## config.mk

```make
export PLATFORM = sky130hd
export DESIGN_NAME = cam_capture
export DESIGN_NICKNAME = d
export VERILOG_FILES = /design/src/rtl/cam_capture.sv
export SDC_FILE = /design/constraint.sdc
export NUM_CORES = 1
export LEC_CHECK = 0
export CAP_MARGIN = 10
export CORE_MARGIN = 5
export CORE_UTILIZATION = 28
export DETAILED_ROUTE_END_ITERATION = 8
export PLACE_DENSITY_LB_ADDON = 0.08
export SLEW_MARGIN = 20
export SYNTH_ARGS = -nofsm -noshare
export SYNTH_HDL_FRONTEND = slang
export SYNTH_SLANG_ARGS = --single-unit
export TNS_END_PERCENT = 100
```

## constraint.sdc

```tcl
create_clock -name clk -period 2.3 [get_ports clk]
set_clock_uncertainty 0.05 [all_clocks]
set_input_delay 0.46 -clock clk [delete_from_list [all_inputs] [get_ports clk]]
set_output_delay 0.46 -clock clk [all_outputs]
set_load 0.05 [all_outputs]
```

## src/rtl/cam_capture.sv

```systemverilog
// DVP camera input stage: registers VSYNC/HREF/DATA, pairs bytes into RGB565
// pixels and writes them to the camera FIFO, framed to whole frames.
module cam_capture #(
  parameter int unsigned H_ACTIVE  = 640,
  parameter int unsigned V_ACTIVE  = 480,
  parameter int unsigned VSYNC_POL = 1
) (
  input  logic        clk,
  input  logic        reset,
  input  logic        enable,
  input  logic        cam_vsync,
  input  logic        cam_href,
  input  logic [7:0]  cam_data,
  input  logic        clr_err,
  input  logic        wrfull,
  output logic        wrreq,
  output logic [15:0] wrdata,
  output logic        capturing,
  output logic        frame_start,
  output logic        frame_done,
  output logic        overflow,
  output logic        geom_err,
  output logic [15:0] frame_cnt
);

  localparam int unsigned XW = 10;
  localparam int unsigned YW = 9;
  localparam int unsigned DW = 8;
  localparam int unsigned PW = 16;

  localparam logic [1:0] S_IDLE    = 2'd0;
  localparam logic [1:0] S_WAIT_VS = 2'd1;
  localparam logic [1:0] S_CAPTURE = 2'd2;

  logic [1:0]    state_q, state_d;
  logic          vs_r_q, vs_r_d, hr_r_q, hr_r_d;
  logic [DW-1:0] d_r_q, d_r_d;
  logic          vs_prev_q, vs_prev_d, hr_prev_q, hr_prev_d;
  logic [XW-1:0] x_cnt_q, x_cnt_d;
  logic [YW-1:0] y_cnt_q, y_cnt_d;
  logic          byte_phase_q, byte_phase_d;
  logic [DW-1:0] hi_byte_q, hi_byte_d;
  logic          wrreq_q, wrreq_d;
  logic [PW-1:0] wrdata_q, wrdata_d;
  logic          capturing_q, capturing_d;
  logic          frame_start_q, frame_start_d;
  logic          frame_done_q, frame_done_d;
  logic          overflow_q, overflow_d;
  logic          geom_err_q, geom_err_d;
  logic [15:0]   frame_cnt_q, frame_cnt_d;

  logic vs_act, vs_rise, vs_fall, hr_fall;
  logic ovf_evt, geom_evt;

  // vsync asserted (blanking) according to the configured polarity
  assign vs_act  = vs_r_q ~^ 1'(VSYNC_POL);
  assign vs_rise = vs_act & ~vs_prev_q;
  assign vs_fall = ~vs_act & vs_prev_q;
  assign hr_fall = ~hr_r_q & hr_prev_q;

  always_comb begin
    vs_r_d        = cam_vsync;
    hr_r_d        = cam_href;
    d_r_d         = cam_data;
    vs_prev_d     = vs_act;
    hr_prev_d     = hr_r_q;
    state_d       = state_q;
    x_cnt_d       = x_cnt_q;
    y_cnt_d       = y_cnt_q;
    byte_phase_d  = byte_phase_q;
    hi_byte_d     = hi_byte_q;
    wrreq_d       = 1'b0;
    wrdata_d      = wrdata_q;
    frame_start_d = 1'b0;
    frame_done_d  = 1'b0;
    frame_cnt_d   = frame_cnt_q;
    ovf_evt       = 1'b0;
    geom_evt      = 1'b0;

    case (state_q)
      S_IDLE: begin
        if (enable) state_d = S_WAIT_VS;
      end
      S_WAIT_VS: begin
        x_cnt_d      = '0;
        y_cnt_d      = '0;
        byte_phase_d = 1'b0;
        if (!enable) begin
          state_d = S_IDLE;
        end else if (vs_fall) begin
          state_d       = S_CAPTURE;
          frame_start_d = 1'b1;
        end
      end
      S_CAPTURE: begin
        // bytes seen during vertical blanking are a protocol error, never written
        if (hr_r_q && vs_act) begin
          geom_evt = 1'b1;
        end else if (hr_r_q) begin
          byte_phase_d = ~byte_phase_q;
          if (!byte_phase_q) begin
            hi_byte_d = d_r_q;
          end else begin
            x_cnt_d = (x_cnt_q == {XW{1'b1}}) ? x_cnt_q : x_cnt_q + XW'(1);
            if (wrfull) begin
              ovf_evt = 1'b1;
            end else begin
              wrreq_d  = 1'b1;
              wrdata_d = {hi_byte_q, d_r_q};
            end
          end
        end
        if (hr_fall) begin
          if ((x_cnt_q != XW'(H_ACTIVE)) || byte_phase_q) geom_evt = 1'b1;
          y_cnt_d      = (y_cnt_q == {YW{1'b1}}) ? y_cnt_q : y_cnt_q + YW'(1);
          x_cnt_d      = '0;
          byte_phase_d = 1'b0;
        end
        // end of frame: a started frame always completes regardless of enable
        if (vs_rise) begin
          if (y_cnt_q != YW'(V_ACTIVE)) geom_evt = 1'b1;
          frame_done_d = 1'b1;
          frame_cnt_d  = frame_cnt_q + 16'd1;
          state_d      = enable ? S_WAIT_VS : S_IDLE;
        end
      end
      default: state_d = S_IDLE;
    endcase

    // a new error event wins over a coincident clear
    overflow_d  = ovf_evt | (overflow_q & ~clr_err);
    geom_err_d  = geom_evt | (geom_err_q & ~clr_err);
    capturing_d = (state_d == S_CAPTURE);
  end

  always_ff @(posedge clk) begin
    if (!reset) begin
      state_q       <= S_IDLE;
      vs_r_q        <= 1'b0;
      hr_r_q        <= 1'b0;
      d_r_q         <= '0;
      vs_prev_q     <= 1'b0;
      hr_prev_q     <= 1'b0;
      x_cnt_q       <= '0;
      y_cnt_q       <= '0;
      byte_phase_q  <= 1'b0;
      hi_byte_q     <= '0;
      wrreq_q       <= 1'b0;
      wrdata_q      <= '0;
      capturing_q   <= 1'b0;
      frame_start_q <= 1'b0;
      frame_done_q  <= 1'b0;
      overflow_q    <= 1'b0;
      geom_err_q    <= 1'b0;
      frame_cnt_q   <= '0;
    end else begin
      state_q       <= state_d;
      vs_r_q        <= vs_r_d;
      hr_r_q        <= hr_r_d;
      d_r_q         <= d_r_d;
      vs_prev_q     <= vs_prev_d;
      hr_prev_q     <= hr_prev_d;
      x_cnt_q       <= x_cnt_d;
      y_cnt_q       <= y_cnt_d;
      byte_phase_q  <= byte_phase_d;
      hi_byte_q     <= hi_byte_d;
      wrreq_q       <= wrreq_d;
      wrdata_q      <= wrdata_d;
      capturing_q   <= capturing_d;
      frame_start_q <= frame_start_d;
      frame_done_q  <= frame_done_d;
      overflow_q    <= overflow_d;
      geom_err_q    <= geom_err_d;
      frame_cnt_q   <= frame_cnt_d;
    end
  end

  assign wrreq       = wrreq_q;
  assign wrdata      = wrdata_q;
  assign capturing   = capturing_q;
  assign frame_start = frame_start_q;
  assign frame_done  = frame_done_q;
  assign overflow    = overflow_q;
  assign geom_err    = geom_err_q;
  assign frame_cnt   = frame_cnt_q;

endmodule

```

==> Word-level counts from Yosys, hierarchy flattened <==
Index checks and enable logic that the tools add are counted.
{ "word_totals": {"reg_bits": 80, "input_bits": 15, "out_inout_bits": 38, "word_cells": 96} }
{ "op_classes": {"add_sub_neg": 3, "n_eq_ne": 13, "mux": 33, "n_bitwise": 16, "n_reduce_logical": 13} }
{ "op_table": {"columns": ["cell", "n"], "rows": [
  ["10-bit two-way mux", 5],
  ["10-bit one-hot mux with 2 select lines", 1],
  ["1-bit two-way mux", 18],
  ["9-bit two-way mux", 2],
  ["9-bit one-hot mux with 2 select lines", 1],
  ["16-bit by 1-bit adder with 16-bit output (second input constant)", 1],
  ["3-bit inequality test (second input constant)", 4],
  ["10-bit by 1-bit adder with 10-bit output (second input constant)", 1],
  ["10-bit equality test (second input constant)", 1],
  ["10-bit inequality test (second input constant)", 1],
  ["5-bit AND reduction", 2],
  ["9-bit by 1-bit adder with 9-bit output (second input constant)", 1],
  ["9-bit equality test (second input constant)", 1],
  ["9-bit inequality test (second input constant)", 1],
  ["1-bit NOT", 9],
  ["3-bit AND reduction", 3],
  ["2-bit two-way mux", 4],
  ["2-bit one-hot mux with 3 select lines", 1],
  ["1-bit bitwise AND", 5],
  ["5-bit OR reduction", 1],
  ["2-bit equality test (second input constant)", 2],
  ["2-bit inequality test (second input constant)", 2],
  ["2-bit AND reduction", 2],
  ["4-bit AND reduction", 1],
  ["7 further kinds", 8]
]} }

==> Depth between registers and ports, before layout <==
{ "logic_depth": {"word_depth": 8, "mapped_depth": 8, "mapped_depth_nobuf": 8} }

==> Worst setup path after synthesis <==
Ideal clock, no wire load.
{ "synth_timing": {"kind": "register to register", "from": "register frame_cnt_q[3] (netlist: frame_cnt[3])", "to": "register frame_cnt_q[11] (netlist: frame_cnt[11])", "setup_time_ns": 0.115, "arrival_time_ns": 1.773, "required_time_ns": 2.135, "slack_ns": 0.362, "stages_incl_launch_ff": 7, "n_path_buf": 1, "period_less_slack_ns": 1.938, "cell_sequence": "dfxtp_1 and4_1 and3_1 clkbuf_1 nand4_1 xnor2_1 and2_1"} }
{ "synth_between": {"elab_chain_cells": 1} }
{ "synth_lines": {"columns": ["element", "line", "text"], "rows": [
  ["start: declaration", "50", "logic [15:0] frame_cnt_q, frame_cnt_d;"],
  ["start signal: assignment", "174", "frame_cnt_q <= frame_cnt_d;"],
  ["16-bit by 1-bit adder with 16-bit output", "123", "frame_cnt_d = frame_cnt_q + 16'd1;"]
]} }
Every way passes these cells.
A chain may end at the register's enable or synchronous reset.

==> Final worst setup path <==
{ "layout_timing": {"from": "register frame_cnt_q[10] (netlist: frame_cnt[10])", "to": "output frame_cnt[10]"} }
{ "layout_lines": {"columns": ["element", "line", "text"], "rows": [
  ["end: declaration", "23", "output logic [15:0] frame_cnt"]
]} }
No word-level cell between the ends.

==> flow_metrics.py <==
metrics = {
    "status": {
        "status": "finished clean",
    },
    "pwr": {
        "p_int_mw": 2.404,
        "swShare": 0.2147,
        "ir_drop_mv": 0.3863,
        "p_seq_frac": 0.460,
        "p_leak_nw": 1.624,
        "p_per_area_mw_per_mm2": 681.5,
        "comb_power_share": 0.037,
        "p_clk_frac": 0.503,
        "netSwitchingPower_mw": 0.6571,
    },
    "floorplan": {
        "rows": 40,
        "io_pins": 53,
        "design.core.area_mm2": 0.01206,
        "die_h_um": 121.3,
        "dieArea_mm2": 0.01470,
        "die_w_um": 121.3,
        "initial_core_util": 0.2873,
    },
    "worst_setup_path": {
        "critPathSlowestCell": "clkdlybuf4s50_1",
        "worstRegToRegCells": 8,
        "cp_top_family": "buffers and inverters",
        "cp.required_ns": 1.79,
        "cp_num_cells": 1,
        "worst_ep_arrival_time_ns": 1.61,
        "worstPathCellList": "clkdlybuf4s50_1",
        "timing.rr.end": "y_cnt_q[7]$_SDFFE_PN0P_",
        "critPathBufInv": 1,
        "crit_type": "flop to output port",
        "cpPeakStageDelay_ns": 0.84,
        "crit_path_max_fanout": 6,
        "crit_path_end_kind": "output port",
        "r2r-start": "y_cnt_q[1]$_SDFFE_PN0P_",
        "crit_path_start_kind": "flop",
        "r2r_slack_ns": 0.23,
    },
    "synth": {
        "synth_top_family_by_area": "simple AND/OR/NAND/NOR gates",
        "synthArstFlopShare": 0,
        "yosys_warnings": 0,
        "synth_flop_cell": "dfxtp_1",
        "synth_fa_ha_area_frac": 0.03610,
        "ys_types": 46,
        "ys_seq_elements": 80,
        "syn_inst": 371,
        "avgSynthCellArea_um2": 9.342,
        "synth-compound-area-share": 0.1047,
        "synth.area.mux_share": 0.02888,
        "synth_xor_area_frac": 0.06570,
        "yosys.area.top_type_share": 0.4621,
        "synth-simple-area-share": 0.2733,
        "netlist_top_cells_count": "80 x dfxtp_1, 44 x nand2_1, 31 x and2_1, 19 x nor2_1, 15 x nor2b_1",
        "synth_edf_count": 0,
        "syn_nets": 396,
        "yosys.area.top_type": "dfxtp_1",
        "yosysSeqAreaShare": 0.4621,
        "ys_top_cells_by_area": "dfxtp_1 46%, and2_1 5.6%, nand2_1 4.8%",
        "syn_area_mm2": 0.003466,
        "synth_most_common_cell": "dfxtp_1",
    },
    "final_layout": {
        "final_cells": 597,
        "nets": 450,
        "antenna_cells": 0,
        "drive_above_1_share": 0.07226,
        "area_delta_synth_final_pct": 29.60,
    },
    "detailed_routing": {
        "ant_nets": 0,
        "wl_um": 7590,
        "wl_per_cell_um": 12.71,
        "drtIter0Drc": 115,
        "vias": 2635,
        "via_per_inst": 4.414,
        "firstDrtPassIters": 4,
        "drcViolationCount": 0,
    },
    "clock_network": {
        "cts-hold-fix-buffers": 0,
        "clk_pin_slew_ns": 0.07,
        "worstSkewPairLatency_ns": 0.34,
        "cts.sinks": 80,
        "clock_path_buffers": 2,
        "cts_made_buffers": 9,
        "cts_setup_buffers": 0,
        "cts_tree": "built",
        "htreeDepth": 3,
        "cts.repair.resized": 0,
        "cts_root_buffer": "clkbuf_16",
    },
    "sta": {
        "timing.final.crit_share": 0.9235,
        "setup_viol": 0,
        "relSlewSlack": 0.6429,
        "worstMarginPinSlew_ns": 0.5340,
        "fin_crit_ns": 2.124,
        "timing.fmax_mhz": 470.8,
        "report.final.slew_viol_count": 0,
        "hold_viol": 0,
        "setup_tns_ns": 0,
        "rsz0062_at_grt": "no",
    },
    "global_route": {
        "grt_use_total": 0.1123,
        "antenna_found_initial": 0,
        "grt_start_max_net_pins": 52,
        "grt_pass1_vias": 2596,
        "grt_pass1_wl_um": 13030,
        "grt-ovfl-total": 0,
    },
    "hold_path": {
        "whs_endpoint": "wrdata[15]$_SDFFE_PN0P_",
        "holdPathStages": 2,
        "min_path_type": "flop to flop",
        "hold_start": "hi_byte_q[7]$_SDFFE_PN0P_",
    },
    "run": {
        "drv_cap": 0,
    },
    "place": {
        "gp_congestion": 0.8138,
        "dp.cells": 582,
        "numPortBuffers": 52,
        "dpl.hpwl_um": 5113,
    },
}
## stage by stage
stage	util	hold WS [ns]	setup slack, ns	area [um^2]	total power, mW
after global routing	0.3724	0.4258	0.03898	4492	3.195
final	0.3724	0.4022	0.1759	4492	3.061
after floorplan	-	0.3801	0.3618	3466	1.508
after CTS	0.3724	0.4054	0.1464	4492	3.125
after global placement	0.3460	0.3859	0.3030	4173	1.556
after detailed placement	0.3460	0.3951	0.2501	4173	1.555
## power by group through the flow
stage	Clock, mW	Combinational (mW)	Sequential (mW)
after CTS	1.60	0.116	1.41
after global placement	0	0.115	1.44
after global routing	1.66	0.128	1.41
after floorplan	0	0.0698	1.44
final	1.54	0.113	1.41
after detailed placement	0	0.115	1.44
## per-layer routing
metal	track usage	share of wire	up-vias
met5	0	0	-
met4	0.05882	0.023	0
met3	0.03683	0.053	14
met2	0.1549	0.41	49
met1	0.1543	0.52	1213
li1	-	-	1359
## tightest hold or removal path, cell delays in order, from the launching register on
cell and delay [ns]:
dfxtp_1 0.31, nand2_1 0.05, a21boi_1 0.05
## state kept, by name, indices dropped and copies added, names as in the netlist, 2 cells and up
| register | cells |
|---|---|
| state_q | 2 |
| x_cnt_q | 10 |
| d_r_q | 8 |
| y_cnt_q | 9 |
| frame_cnt | 16 |
| hi_byte_q | 8 |
| wrdata | 16 |
## worst max path at each step
stage	startpoint	end
6_report	frame_cnt[10]$_SDFFE_PN0P_	frame_cnt[10]
5_1_grt	y_cnt_q[1]$_SDFFE_PN0P_	y_cnt_q[7]$_SDFFE_PN0P_
4_1_cts	frame_cnt[10]$_SDFFE_PN0P_	frame_cnt[10]
3_5_place_dp	y_cnt_q[1]$_SDFFE_PN0P_	y_cnt_q[7]$_SDFFE_PN0P_
3_3_place_gp	y_cnt_q[1]$_SDFFE_PN0P_	y_cnt_q[7]$_SDFFE_PN0P_
2_1_floorplan	frame_cnt[3]$_SDFFE_PN0P_	frame_cnt[11]$_SDFFE_PN0P_
## final cells by class
type,count,area (um^2)
Tap cell,168,210.2
Sequential cell,80,1602
Clock inverter,6,93.84
Timing Repair Buffer,58,560.5
Fill cell,1238,7570
Clock buffer,9,225.2
Inverter,10,37.54
Multi-Input combinational cell,266,1763
## cells in the final DEF (no fill, tap or decap), types with 2 or more instances in the layout
cell type         n
dfxtp_1          80
clkdlybuf4s50_1  51
nand2_1          44
and2_1           31
nor2_1           19
nor2b_1          15
and3_1           14
xor2_1           13
xnor2_1          13
nand4_1          13
inv_1            10
mux2i_1          10
ha_1             10
nand3_1           9
a21boi_1          9
a21boi_0          9
clkbuf_16         9
o21ai_0           8
a21oi_1           8
buf_4             6
nand2b_1          4
or3_1             3
a22oi_1           3
and4_1            3
o211ai_1          3
and2b_1           2
nor3_1            2
o21a_1            2
o21ai_1           2
clkinv_4          2
bufinv_16         2
## cells by family (layout without fill, tap and decap cells)
family,after synthesis,in the layout
xor+xnor,26,26
mux,10,10
fa+ha+maj,10,10
simple gates,170,170
buf+inv,25,83
flops,80,80
compound gates,50,50
(Power assumes the default switching activity.)
